<file path="config.mk">
export PLATFORM = sky130hd
export DESIGN_NAME = mem_port_arbiter_flat
export DESIGN_NICKNAME = d
export VERILOG_FILES = /design/src/rtl/mem_port_arbiter_if.sv /design/src/rtl/mem_port_arbiter.sv /design/src/flat_wrapper.sv
export SDC_FILE = /design/constraint.sdc
export NUM_CORES = 1
export LEC_CHECK = 0
export CORE_AREA = 5 5 99 101
export CTS_CLUSTER_SIZE = 16
export DETAILED_ROUTE_END_ITERATION = 8
export DIE_AREA = 0 0 104 106
export MAX_ROUTING_LAYER = met4
export PLACE_DENSITY_LB_ADDON = 0.05
export REMOVE_ABC_BUFFERS = 1
export SYNTH_ARGS = -nofsm -noshare
export SYNTH_HDL_FRONTEND = slang
export SYNTH_SLANG_ARGS = --single-unit
</file>
<file path="constraint.sdc">
create_clock -name clk -period 5.85 [get_ports clk]
set_clock_uncertainty 0.15 [all_clocks]
set_input_delay 1.755 -clock clk [delete_from_list [all_inputs] [get_ports clk]]
set_output_delay 1.755 -clock clk [all_outputs]
set_load 0.03 [all_outputs]
</file>
<file path="src/rtl/mem_port_arbiter_if.sv">
// Bundle of the fetch port, the data port and the single-port memory side
// shared by the arbiter and whatever drives it.
interface mem_port_arbiter_if #(
  parameter int AW = 32,
  parameter int DW = 32
);
  // fetch port
  logic          if_req;
  logic [AW-1:0] if_addr;
  logic          if_ack;
  logic [DW-1:0] if_rdata;
  // data port
  logic          d_req;
  logic          d_we;
  logic [AW-1:0] d_addr;
  logic [DW-1:0] d_wdata;
  logic          d_ack;
  logic [DW-1:0] d_rdata;
  // pipeline stalls
  logic          stall_if;
  logic          stall_d;
  // memory side
  logic          mem_en;
  logic          mem_we;
  logic [AW-1:0] mem_addr;
  logic [DW-1:0] mem_wdata;
  logic [DW-1:0] mem_rdata;

  // arbiter side
  modport slave (
    input  if_req, if_addr, d_req, d_we, d_addr, d_wdata, mem_rdata,
    output if_ack, if_rdata, d_ack, d_rdata, stall_if, stall_d,
           mem_en, mem_we, mem_addr, mem_wdata
  );

  // requesters + memory side
  modport master (
    output if_req, if_addr, d_req, d_we, d_addr, d_wdata, mem_rdata,
    input  if_ack, if_rdata, d_ack, d_rdata, stall_if, stall_d,
           mem_en, mem_we, mem_addr, mem_wdata
  );
endinterface

</file>
<file path="src/rtl/mem_port_arbiter.sv">
// Two-port (fetch / data) arbiter in front of a single-port synchronous
// memory. One access every two cycles: grant in IDLE, respond in RESP.
// Data has priority, but a pending fetch is forced through after
// MAX_D_BURST back-to-back data grants.
module mem_port_arbiter #(
  parameter int AW          = 32,
  parameter int DW          = 32,
  parameter int MAX_D_BURST = 3
) (
  input logic              clk,
  input logic              reset,
  mem_port_arbiter_if.slave bus
);

  localparam int CW = (MAX_D_BURST < 1) ? 1 : $clog2(MAX_D_BURST + 1);
  localparam logic [CW-1:0] CNT_MAX = CW'(MAX_D_BURST);

  typedef enum logic {IDLE = 1'b0, RESP = 1'b1} state_e;

  state_e          state_q, state_d;
  logic            gnt_d_q, gnt_d_d;   // 1: data port owns the pending response
  logic [CW-1:0]   cnt_q,   cnt_d;     // data grants made while a fetch waited

  logic            fetch_win;
  logic            mem_en, mem_we, if_ack, d_ack;
  logic [AW-1:0]   mem_addr;
  logic [DW-1:0]   mem_wdata, if_rdata, d_rdata;

  // State, grantee and starvation counter registers
  always_ff @(posedge clk) begin
    if (reset) begin
      state_q <= IDLE;
      gnt_d_q <= 1'b0;
      cnt_q   <= '0;
    end else begin
      state_q <= state_d;
      gnt_d_q <= gnt_d_d;
      cnt_q   <= cnt_d;
    end
  end

  // Grant selection, memory drive and response routing
  always_comb begin
    state_d   = state_q;
    gnt_d_d   = gnt_d_q;
    cnt_d     = cnt_q;
    mem_en    = 1'b0;
    mem_we    = 1'b0;
    mem_addr  = '0;
    mem_wdata = '0;
    if_ack    = 1'b0;
    d_ack     = 1'b0;
    if_rdata  = '0;
    d_rdata   = '0;
    fetch_win = bus.if_req && (!bus.d_req || cnt_q == CNT_MAX);
    // Outputs stay quiet while reset is high; an ack due in RESP is dropped.
    if (!reset) begin
      unique case (state_q)
        IDLE: begin
          if (bus.if_req || bus.d_req) begin
            mem_en  = 1'b1;
            state_d = RESP;
            if (fetch_win) begin
              mem_addr = bus.if_addr;
              gnt_d_d  = 1'b0;
              cnt_d    = '0;
            end else begin
              mem_we    = bus.d_we;
              mem_addr  = bus.d_addr;
              mem_wdata = bus.d_wdata;
              gnt_d_d   = 1'b1;
              // Only grants that made a fetch wait count toward starvation.
              if (!bus.if_req)          cnt_d = '0;
              else if (cnt_q != CNT_MAX) cnt_d = cnt_q + CW'(1);
            end
          end
        end
        RESP: begin
          state_d = IDLE;
          if (gnt_d_q) begin
            d_ack   = 1'b1;
            d_rdata = bus.mem_rdata;
          end else begin
            if_ack   = 1'b1;
            if_rdata = bus.mem_rdata;
          end
        end
        default: state_d = IDLE;
      endcase
    end
  end

  assign bus.mem_en    = mem_en;
  assign bus.mem_we    = mem_we;
  assign bus.mem_addr  = mem_addr;
  assign bus.mem_wdata = mem_wdata;
  assign bus.if_ack    = if_ack;
  assign bus.if_rdata  = if_rdata;
  assign bus.d_ack     = d_ack;
  assign bus.d_rdata   = d_rdata;
  assign bus.stall_if  = bus.if_req & ~if_ack;
  assign bus.stall_d   = bus.d_req & ~d_ack;

endmodule

</file>
<file path="src/flat_wrapper.sv">
// flat-port wrapper written by rule: the top's interface ports become plain ports
module mem_port_arbiter_flat 
#(
  parameter int AW          = 32,
  parameter int DW          = 32,
  parameter int MAX_D_BURST = 3
)
  (clk, reset, bus_if_req, bus_if_addr, bus_d_req, bus_d_we, bus_d_addr, bus_d_wdata, bus_mem_rdata, bus_if_ack, bus_if_rdata, bus_d_ack, bus_d_rdata, bus_stall_if, bus_stall_d, bus_mem_en, bus_mem_we, bus_mem_addr, bus_mem_wdata);
  mem_port_arbiter_if #(.AW(AW), .DW(DW)) bus_i ();
  input logic clk;
  input logic reset;
  input wire logic [$bits(bus_i.if_req)-1:0] bus_if_req;
  input wire logic [$bits(bus_i.if_addr)-1:0] bus_if_addr;
  input wire logic [$bits(bus_i.d_req)-1:0] bus_d_req;
  input wire logic [$bits(bus_i.d_we)-1:0] bus_d_we;
  input wire logic [$bits(bus_i.d_addr)-1:0] bus_d_addr;
  input wire logic [$bits(bus_i.d_wdata)-1:0] bus_d_wdata;
  input wire logic [$bits(bus_i.mem_rdata)-1:0] bus_mem_rdata;
  output wire logic [$bits(bus_i.if_ack)-1:0] bus_if_ack;
  output wire logic [$bits(bus_i.if_rdata)-1:0] bus_if_rdata;
  output wire logic [$bits(bus_i.d_ack)-1:0] bus_d_ack;
  output wire logic [$bits(bus_i.d_rdata)-1:0] bus_d_rdata;
  output wire logic [$bits(bus_i.stall_if)-1:0] bus_stall_if;
  output wire logic [$bits(bus_i.stall_d)-1:0] bus_stall_d;
  output wire logic [$bits(bus_i.mem_en)-1:0] bus_mem_en;
  output wire logic [$bits(bus_i.mem_we)-1:0] bus_mem_we;
  output wire logic [$bits(bus_i.mem_addr)-1:0] bus_mem_addr;
  output wire logic [$bits(bus_i.mem_wdata)-1:0] bus_mem_wdata;
  assign bus_i.if_req = bus_if_req;
  assign bus_i.if_addr = bus_if_addr;
  assign bus_i.d_req = bus_d_req;
  assign bus_i.d_we = bus_d_we;
  assign bus_i.d_addr = bus_d_addr;
  assign bus_i.d_wdata = bus_d_wdata;
  assign bus_i.mem_rdata = bus_mem_rdata;
  assign bus_if_ack = bus_i.if_ack;
  assign bus_if_rdata = bus_i.if_rdata;
  assign bus_d_ack = bus_i.d_ack;
  assign bus_d_rdata = bus_i.d_rdata;
  assign bus_stall_if = bus_i.stall_if;
  assign bus_stall_d = bus_i.stall_d;
  assign bus_mem_en = bus_i.mem_en;
  assign bus_mem_we = bus_i.mem_we;
  assign bus_mem_addr = bus_i.mem_addr;
  assign bus_mem_wdata = bus_i.mem_wdata;
  mem_port_arbiter #(.AW(AW), .DW(DW), .MAX_D_BURST(MAX_D_BURST)) u_core (.clk(clk), .reset(reset), .bus(bus_i));
endmodule
</file>
==> impl_metrics.tcl, run 1 <==
set metrics [dict create \
    cellPowerDensity_nw_per_um2 91.08 \
    design.portCount 267 \
    end_kind "primary output" \
    worst_path_most_repeated_cell "clkdlybuf4s50_1" \
    netSwitchingPower_mw 0.1536 \
    routed_wire_length_per_instance_um 16.39 \
    cts_tree "built" \
    cts.clk_slew.worst_paths_ps 30 \
    final_period_minus_worst_setup_slack_ps 5685 \
    fmax_mhz 175.9 \
    buffer_depth_of_the_longest_clock_path 2 \
    groute.layer.met1.usage 0.1838 \
    worstPathRequired_ps 3940 \
    hold_path_class "register to register" \
    port_buffers 266 \
    report.final.slew_viol_count 0 \
    ys_seq_elements 4 \
    vdd_ir_drop_max_v 0.00003997 \
    ratio_of_final_minimum_period_to_clock_period 0.9718 \
    gate_count_after_technology_mapping 248 \
    total_power_mw 0.3796 \
    crit_path_max_incr_delay_ps 690 \
    place_congestion 0.8047 \
    switching_share 0.4046 \
    initial_utilization 0.1745 \
    worstMarginPinSlew_ps 638.1 \
    grt.met2_usage 0.3124 \
    drc 0 \
    placementRows 35 \
    area_growth_syn_to_layout_pct 167.3 \
    worst_reg_to_reg_cells 4 \
    core_um2 8934 \
    finalSetupViolCount 0 \
    pwr-share-comb 0.766 \
    ys_seq_area_frac 0.05136 \
    path_cells "clkdlybuf4s50_1, inv_2, o211ai_1, a21oi_1, clkdlybuf4s50_1" \
    number_of_setup_buffers_added_after_cts 0 \
    clockPowerShare 0.152 \
    cts_root_buf "clkbuf_8" \
    tritoncts.num_buffers 3 \
    ys.warnings.count 0 \
    max-cap-violations 0 \
    first_pass_grt_wire_length_um 15170 \
    global_route.overflow_total 0 \
    place_worst_setup_slack_ps 150.0 \
    number_of_distinct_library_cells_after_synthesis 24 \
    worstPathMaxFanout 35 \
    r2r_end "u_core.gnt_d_q$_SDFFE_PP0P_" \
    clock_tree.htree_level_count 1 \
    drt_first_pass_iters 4 \
    die_extent_in_y_um 106 \
    outcome "finished clean" \
    groute.layer.met3.usage 0.05282 \
    grt_util_all_layers 0.1730 \
    clock_insertion_delay_worst_skew_ps 220 \
    final_layout_net_count 637 \
    pin_count_of_the_biggest_net_entering_global_routing 36 \
    antenna_found_initial 0 \
    drive_above_1_share 0.2415 \
    path_buf_inv 3 \
    floorplan.die.width_um 104 \
    final.setup.tns_ps 0 \
    share_seq_of_total_power 0.082 \
    post_synth_instance_area_um2 1559 \
    final_antenna_net_count 0 \
    dr_total_vias 2705 \
    slew-limit-headroom 0.5740 \
    vias_per_cell 4.420 \
    wl_um 10030 \
    cp-start-kind "input port" \
    path_class "input port to primary output" \
    cts.repair.resized 0 \
    postSynthAreaPerCell_um2 6.286 \
    netlist.top_cell.by_area "and2_1" \
    insertedDiodeCount 0 \
    critical-path-top-delay-family "buffers and inverters" \
    setup_ws_post_layout_ps 165.2 \
    utilization 0.4665 \
    cts-hold-fix-buffers 0 \
    synth_area_leaders "and2_1 39%, o211ai_1 15%, a21oi_1 11%" \
    critical_path.slowest_cell "clkdlybuf4s50_1" \
    fillers 939 \
    vias_in_the_first_global_route 2835 \
    min_path_cells 2 \
    dp.final_hpwl_um 8418 \
    min_delay_src "u_core.cnt_q[1]$_SDFFE_PP0P_" \
    cell_internal_pwr_mw 0.2260 \
    p_leak_nw 1.784 \
    detailedRoute.firstIterationViolations 53 \
    number_of_sinks_driven_by_the_clock_tree 4 \
    die_footprint_um2 11020 \
    hold-path-endpoint "u_core.cnt_q[1]$_SDFFE_PP0P_" \
    global_route.peak_usage_layer "met2" \
    finalHoldViolCount 0 \
    reg2reg_setup_slack_ps 4200 \
    r2r_start "u_core.cnt_q[0]$_SDFFE_PP0P_" \
    grt_setup_unrepaired "false" \
    worst_ep_arrival_time_ps 3780 \
    netlist.area_leader.share 0.3892 \
]
==> cell type report <==
type / instances / area [um2] / area share
timing repair buffer: 280 / 2580 / 0.6190
inverter: 4 / 15.01 / 0.003603
sequential: 4 / 80.08 / 0.01921
clock buffer: 3 / 41.29 / 0.009907
multi-input combinational: 210 / 1313 / 0.3149
tap: 111 / 138.9 / 0.03332
==> layer usage <==
layer	wire, um	vias up
li1	-	1377
met1	3766	1168
met2	5201	150
met3	873	10
met4	186	0
met5	0	-
==> synthesized netlist by cell type (all sizes together) <==
master   number
nor4bb        1
and3b         1
dfxtp         4
o211ai       32
a21oi        33
nor2b         1
or2           1
inv           4
clkbuf       22
mux2i         1
ha            1
a22oi         1
buf           8
a211o         1
o21bai        1
a2111oi       1
o21ai        33
nor2          4
nor3b         1
and2         97
==> through the flow <==
step,cells,hold WS [ps],cell area [um2]
2_1_floorplan,218,317.6,1405
3_3_place_gp,609,338.2,4126
3_5_place_dp,609,351.1,4126
4_1_cts,612,372.7,4168
5_1_grt,612,406.2,4168
6_report,612,363.6,4168
==> state kept, by name (all words and copies together) (netlist names) <==
name            count
u_core.gnt_d_q      1
u_core.cnt_q        2
u_core.state_q      1
==> cell families (layout without fill, tap and decap cells) <==
| logic type | after synthesis | in the layout | share of synthesized area |
|---|---|---|---|
| adder cells (fa/ha/maj) | 1 | 1 | 0.008024 |
| AND/OR/NAND/NOR | 106 | 106 | 0.4270 |
| flip-flops | 4 | 4 | 0.05137 |
| AO/OA/AOI/OAI | 102 | 102 | 0.3989 |
| buffers and inverters | 34 | 287 | 0.1083 |
| multiplexers | 1 | 1 | 0.006421 |
==> how the worst max path moves through the flow <==
stage / from / end / cells after the start / slack, ps
CTS: bus_d_req / bus_mem_addr[19] / 5 / 150
detailed placement: bus_d_req / bus_mem_addr[19] / 5 / 150
floorplan: bus_d_req / bus_mem_addr[0] / 3 / 670
finish: bus_d_req / bus_mem_addr[19] / 5 / 170
global route: bus_d_req / bus_mem_addr[3] / 5 / 4
global placement: bus_d_req / bus_mem_addr[16] / 6 / 170
==> worst register-to-register path: cells and delay by family, from the launching register on <==
family	cells	cell delay (ps)
flip-flops	1	340
AO/OA/AOI/OAI	2	220
buffers and inverters	1	380
adder cells (fa/ha/maj)	1	440
==> layout by cell type (no fill, tap or decap), types with 3 or more instances in the layout <==
| cell type | count |
|---|---|
| o211ai_1 | 32 |
| buf_4 | 109 |
| a21oi_1 | 33 |
| clkbuf_8 | 3 |
| and2_1 | 97 |
| buf_12 | 5 |
| inv_1 | 3 |
| clkdlybuf4s50_1 | 166 |
| dfxtp_1 | 4 |
| o21ai_0 | 33 |
| nor2_1 | 4 |
==> power by group through the flow <==
stage / Sequential [mW] / Combinational, mW / Clock [mW]
after floorplan: 0.0309 / 0.118 / 0
after global placement: 0.0312 / 0.293 / 0
after detailed placement: 0.0314 / 0.294 / 0
after CTS: 0.0311 / 0.295 / 0.0589
after global routing: 0.0313 / 0.311 / 0.0619
final: 0.0311 / 0.291 / 0.0579
Note: power is estimated with default switching activity, not from simulation.
==> run 2, diff against run 1 <==
Settings changed: SETUP_SLACK_MARGIN set to 0.02.
==> impl_metrics.tcl, run 2 (synthesized netlist as in run 1, its figures left out) <==
set metrics [dict create \
    outcome "finished clean" \
    routed_wire_length_per_instance_um 16.36 \
    cts.clk_slew.worst_paths_ps 30 \
    port_buffers 266 \
    number_of_sinks_driven_by_the_clock_tree 4 \
    number_of_setup_buffers_added_after_cts 0 \
    die_extent_in_y_um 106 \
    final_antenna_net_count 0 \
    most_common_library_cell_in_the_layout_ignoring_fill_and_taps "clkdlybuf4s50_1" \
    hold_path_class "register to register" \
    final_layout_net_count 637 \
    dp.final_hpwl_um 8418 \
    ratio_of_final_minimum_period_to_clock_period 0.9702 \
    tritoncts.num_buffers 3 \
    path_class "input port to primary output" \
    slew-limit-headroom 0.7071 \
    dr_total_vias 2707 \
    design.portCount 267 \
    floorplan.die.width_um 104 \
    clock_insertion_delay_worst_skew_ps 220 \
    end_kind "primary output" \
    final.setup.tns_ps 0 \
    critical_path.slowest_cell "clkdlybuf4s50_1" \
    most-common-layout-cells "166 x clkdlybuf4s50_1, 109 x buf_4, 97 x and2_1" \
    total_power_mw 0.3798 \
    cts_root_buf "clkbuf_8" \
    report.final.slew_viol_count 0 \
    max-cap-violations 0 \
    placementRows 35 \
    cts_tree "built" \
    cellPowerDensity_nw_per_um2 91.07 \
    wl_um 10010 \
    vias_in_the_first_global_route 2835 \
    vias_per_cell 4.423 \
    place_congestion 0.8047 \
    worstPathMaxFanout 32 \
    finalHoldViolCount 0 \
    drc 0 \
    global_route.overflow_total 0 \
    finalSetupViolCount 0 \
    multi_input_comb_area_um2 1313 \
    worstPathRequired_ps 3940 \
    fillers 938 \
    initial_utilization 0.1745 \
    detailedRoute.firstIterationViolations 53 \
    utilization 0.4668 \
    core_um2 8934 \
    final_period_minus_worst_setup_slack_ps 5676 \
    drt_first_pass_iters 4 \
    flip_flop_count_of_the_largest_register_all_copies_and_words_added 2 \
    reg_top3 "u_core.cnt_q (2), u_core.gnt_d_q (1), u_core.state_q (1)" \
    vdd_ir_drop_max_v 0.00003997 \
    groute.layer.met1.usage 0.1838 \
    fmax_mhz 176.2 \
    area_growth_syn_to_layout_pct 167.5 \
    grt_util_all_layers 0.1730 \
    timing.hold.ws_ps 363.6 \
    grt_setup_unrepaired "false" \
    drive_above_1_share 0.2415 \
    worstMarginPinSlew_ps 439.4 \
    path_cells "clkdlybuf4s50_1, o21bai_1, or2_1, buf_12, a21oi_1, clkdlybuf4s50_1" \
    p_leak_nw 1.784 \
    first_pass_grt_wire_length_um 15170 \
    insertedDiodeCount 0 \
    max_flop_register "u_core.cnt_q" \
    cp-start-kind "input port" \
    seq_area_um2 80.08 \
    grt.met2_usage 0.3124 \
    die_footprint_um2 11020 \
    groute.layer.met3.usage 0.05282 \
    antenna_found_initial 0 \
    buffer_depth_of_the_longest_clock_path 2 \
    global_route.peak_usage_layer "met2" \
    clock_tree.htree_level_count 1 \
    worst_path_most_repeated_cell "clkdlybuf4s50_1" \
    crit_path_max_incr_delay_ps 690 \
    worst_ep_arrival_time_ps 3770 \
    pin_count_of_the_biggest_net_entering_global_routing 36 \
]
[run 2: changes by cell type in the layout (fill, tap and decap cells not counted)]
cell   before  now
inv_4       0    1
inv_2       1    0
[run 2: power breakdown]
group | internal [mW] | leakage, nW | switching, mW | total [mW]
clock | 0.0438 | 0.0216 | 0.0140 | 0.0579
sequential | 0.0291 | 0.0329 | 0.00201 | 0.0311
combinational | 0.153 | 1.73 | 0.138 | 0.291
[run 2: cell type report]
type,count,area share
clock buffer,3,0.009901
inverter,4,0.004200
multi-input combinational,210,0.3147
sequential,4,0.01920
tap,111,0.03330
timing repair buffer,280,0.6187
[run 2: per-stage QoR]
step | instances | area [um2] | setup WS (ps)
finish | 612 | 4170 | 174.2
global route | 612 | 4170 | 32.40
CTS | 612 | 4168 | 146.8
detailed placement | 609 | 4126 | 150.0
global placement | 609 | 4126 | 172.1
floorplan | 218 | 1405 | 670.7
[run 2: worst max-delay path, delay by kind of cell]
family / cells / cell delay [ps]
buffers and inverters: 3 / 1440
and+or+nand+nor: 1 / 290
AOI/OAI and AO/OA: 2 / 280
[run 2: path summary, 6_finish.rpt]
| path | start | to | slack [ps] | cells past startpoint |
|---|---|---|---|---|
| max | bus_d_req | bus_mem_addr[25] | 170 | 6 |
| min | u_core.cnt_q[1]$_SDFFE_PP0P_ | u_core.cnt_q[1]$_SDFFE_PP0P_ | 360 | 2 |
| max reg2reg | u_core.cnt_q[0]$_SDFFE_PP0P_ | u_core.gnt_d_q$_SDFFE_PP0P_ | 4210 | 4 |
| min reg2reg | u_core.cnt_q[1]$_SDFFE_PP0P_ | u_core.cnt_q[1]$_SDFFE_PP0P_ | 360 | 2 |
[run 2: layer usage]
layer,part of all wire,up-vias
li1,-,1376
met2,0.52,149
met5,0,-
met1,0.38,1172
met3,0.086,10
met4,0.019,0
[run 2: what timing repair did]
item	in CTS	in global routing
hold buffers	0	0
setup endpoints to repair	0	2
resized for setup	0	2
==> run 3, diff against run 2 <==
Settings changed: CORE_AREA 5 5 99 101 to 5 5 101 103, DIE_AREA 0 0 104 106 to 0 0 106 108, SETUP_SLACK_MARGIN 0.02 to 0.4.
Clock period 5.85 ns to 6.1 ns, I/O delays scaled along.
==> impl_metrics.tcl, run 3 (synthesized netlist as in run 1, its figures left out) <==
set metrics [dict create \
    area_growth_syn_to_layout_pct 168.5 \
    seq_area_um2 80.08 \
    placementRows 35 \
    drc 0 \
    vdd_ir_drop_max_v 0.00005533 \
    clock_tree.htree_level_count 1 \
    report.final.slew_viol_count 0 \
    global_route.overflow_total 0 \
    antenna_found_initial 1 \
    port_buffers 266 \
    utilization 0.4595 \
    floorplan.die.width_um 106 \
    cell_internal_pwr_mw 0.2086 \
    routed_wire_length_per_instance_um 16.58 \
    finalSetupViolCount 0 \
    end_kind "primary output" \
    worstPathRequired_ps 4120 \
    die_extent_in_y_um 108 \
    pwr-share-comb 0.763 \
    worstPathMaxFanout 34 \
    fmax_mhz 178.3 \
    design.portCount 267 \
    final_antenna_net_count 0 \
    multi_input_comb_area_um2 1313 \
    place_congestion 0.7563 \
    slew-limit-headroom 0.7343 \
    cts_tree "built" \
    final.setup.tns_ps 0 \
    p_leak_nw 1.847 \
    worstMarginPinSlew_ps 393.2 \
    die_footprint_um2 11450 \
    initial_utilization 0.1712 \
    ratio_of_final_minimum_period_to_clock_period 0.9193 \
    netSwitchingPower_mw 0.1466 \
    cp-start-kind "input port" \
    buffer_depth_of_the_longest_clock_path 2 \
    most_common_library_cell_in_the_layout_ignoring_fill_and_taps "clkdlybuf4s50_1" \
    path_class "input port to primary output" \
    max_flop_register "u_core.cnt_q" \
    vias_in_the_first_global_route 2816 \
    worst_ep_arrival_time_ps 3630 \
    cellPowerDensity_nw_per_um2 84.87 \
    hold_path_class "register to register" \
    flip_flop_count_of_the_largest_register_all_copies_and_words_added 2 \
    dp.final_hpwl_um 8197 \
    grt_util_all_layers 0.1628 \
    max-cap-violations 0 \
    pin_count_of_the_biggest_net_entering_global_routing 37 \
    core_um2 9109 \
    r2r_start "u_core.cnt_q[0]$_SDFFE_PP0P_" \
    finalHoldViolCount 0 \
    dr_total_vias 2746 \
    most-common-layout-cells "165 x clkdlybuf4s50_1, 97 x and2_1, 73 x buf_4" \
    vias_per_cell 4.509 \
    final_period_minus_worst_setup_slack_ps 5608 \
    clockPowerShare 0.153 \
    switching_share 0.4127 \
    cts.clk_slew.worst_paths_ps 30 \
    crit_start "reset" \
    drt_first_pass_iters 4 \
    share_seq_of_total_power 0.083 \
    grt_setup_unrepaired "false" \
    outcome "finished clean" \
    first_pass_grt_wire_length_um 14610 \
    detailedRoute.firstIterationViolations 64 \
    cts_root_buf "clkbuf_8" \
    wl_um 10100 \
    number_of_setup_buffers_added_after_cts 0 \
    drive_above_1_share 0.1710 \
    reg_top3 "u_core.cnt_q (2), u_core.gnt_d_q (1), u_core.state_q (1)" \
    number_of_sinks_driven_by_the_clock_tree 4 \
    fillers 957 \
    clock_insertion_delay_worst_skew_ps 210 \
    min_delay_src "u_core.gnt_d_q$_SDFFE_PP0P_" \
    tritoncts.num_buffers 3 \
    final_layout_net_count 633 \
]
run 3: cell types whose count changed in the layout (fill, tap and decap cells not counted), sizes merged:
cell           delta
buf              -36
dlygate4sd2      +32
clkdlybuf4s50     -1
diode             +1
dlymetal6s2s      +1
run 3: final timing paths:
path / endpoint / slack (ps) / depth (start not counted)
setup / recovery: bus_d_rdata[9] / 490 / 5
hold / removal: u_core.gnt_d_q$_SDFFE_PP0P_ / 360 / 2
setup reg to reg: u_core.cnt_q[0]$_SDFFE_PP0P_ / 4480 / 5
hold reg to reg: u_core.gnt_d_q$_SDFFE_PP0P_ / 360 / 2
run 3: repair_timing:
item,in CTS,in global routing
pin swaps,0,0
gates resized for setup,33,1
hold buffers,0,0
setup endpoints to repair,32,1
run 3: per-stage QoR:
step / total power [mW] / hold WS, ps / cell area (um2) / setup WS [ps] / cells
after floorplan: 0.1429 / 317.6 / 1405 / 770.7 / 218
after global placement: 0.3114 / 343.9 / 4177 / 260.5 / 605
after detailed placement: 0.3119 / 342.3 / 4177 / 266.3 / 605
after CTS: 0.3607 / 349.7 / 4180 / 474.0 / 608
after global routing: 0.3761 / 411.9 / 4185 / 404.3 / 609
final: 0.3552 / 355.4 / 4185 / 492.2 / 609
run 3: power groups by stage:
stage / sequential, mW / combinational, mW / clock (mW)
final: 0.0296 / 0.271 / 0.0545
after global routing: 0.0298 / 0.287 / 0.0589
after CTS: 0.0296 / 0.274 / 0.0566
after detailed placement: 0.0299 / 0.282 / 0
after global placement: 0.0300 / 0.281 / 0
after floorplan: 0.0296 / 0.113 / 0
run 3: layout make-up:
cell class	instances	share of cell area
clock buffer	3	0.009865
sequential	4	0.01913
timing repair buffer	276	0.6194
tap	111	0.03318
antenna	1	0.0005979
inverter	4	0.004185
multi-input combinational	210	0.3136
run 3: per-layer routing:
| metal | track usage | vias to the layer above | routed length [um] |
|---|---|---|---|
| met5 | - | - | 0 |
| met1 | 0.1754 | 1221 | 3754 |
| met2 | 0.3015 | 155 | 5324 |
| met3 | 0.04060 | 7 | 920 |
| met4 | 0.03793 | 0 | 97 |
| li1 | - | 1363 | - |
run 3: worst max-delay path, stage by stage:
cell and delay (ps):
clkdlybuf4s50_1 480, and3b_1 290, buf_12 180, and2_1 140
clkdlybuf4s50_1 690
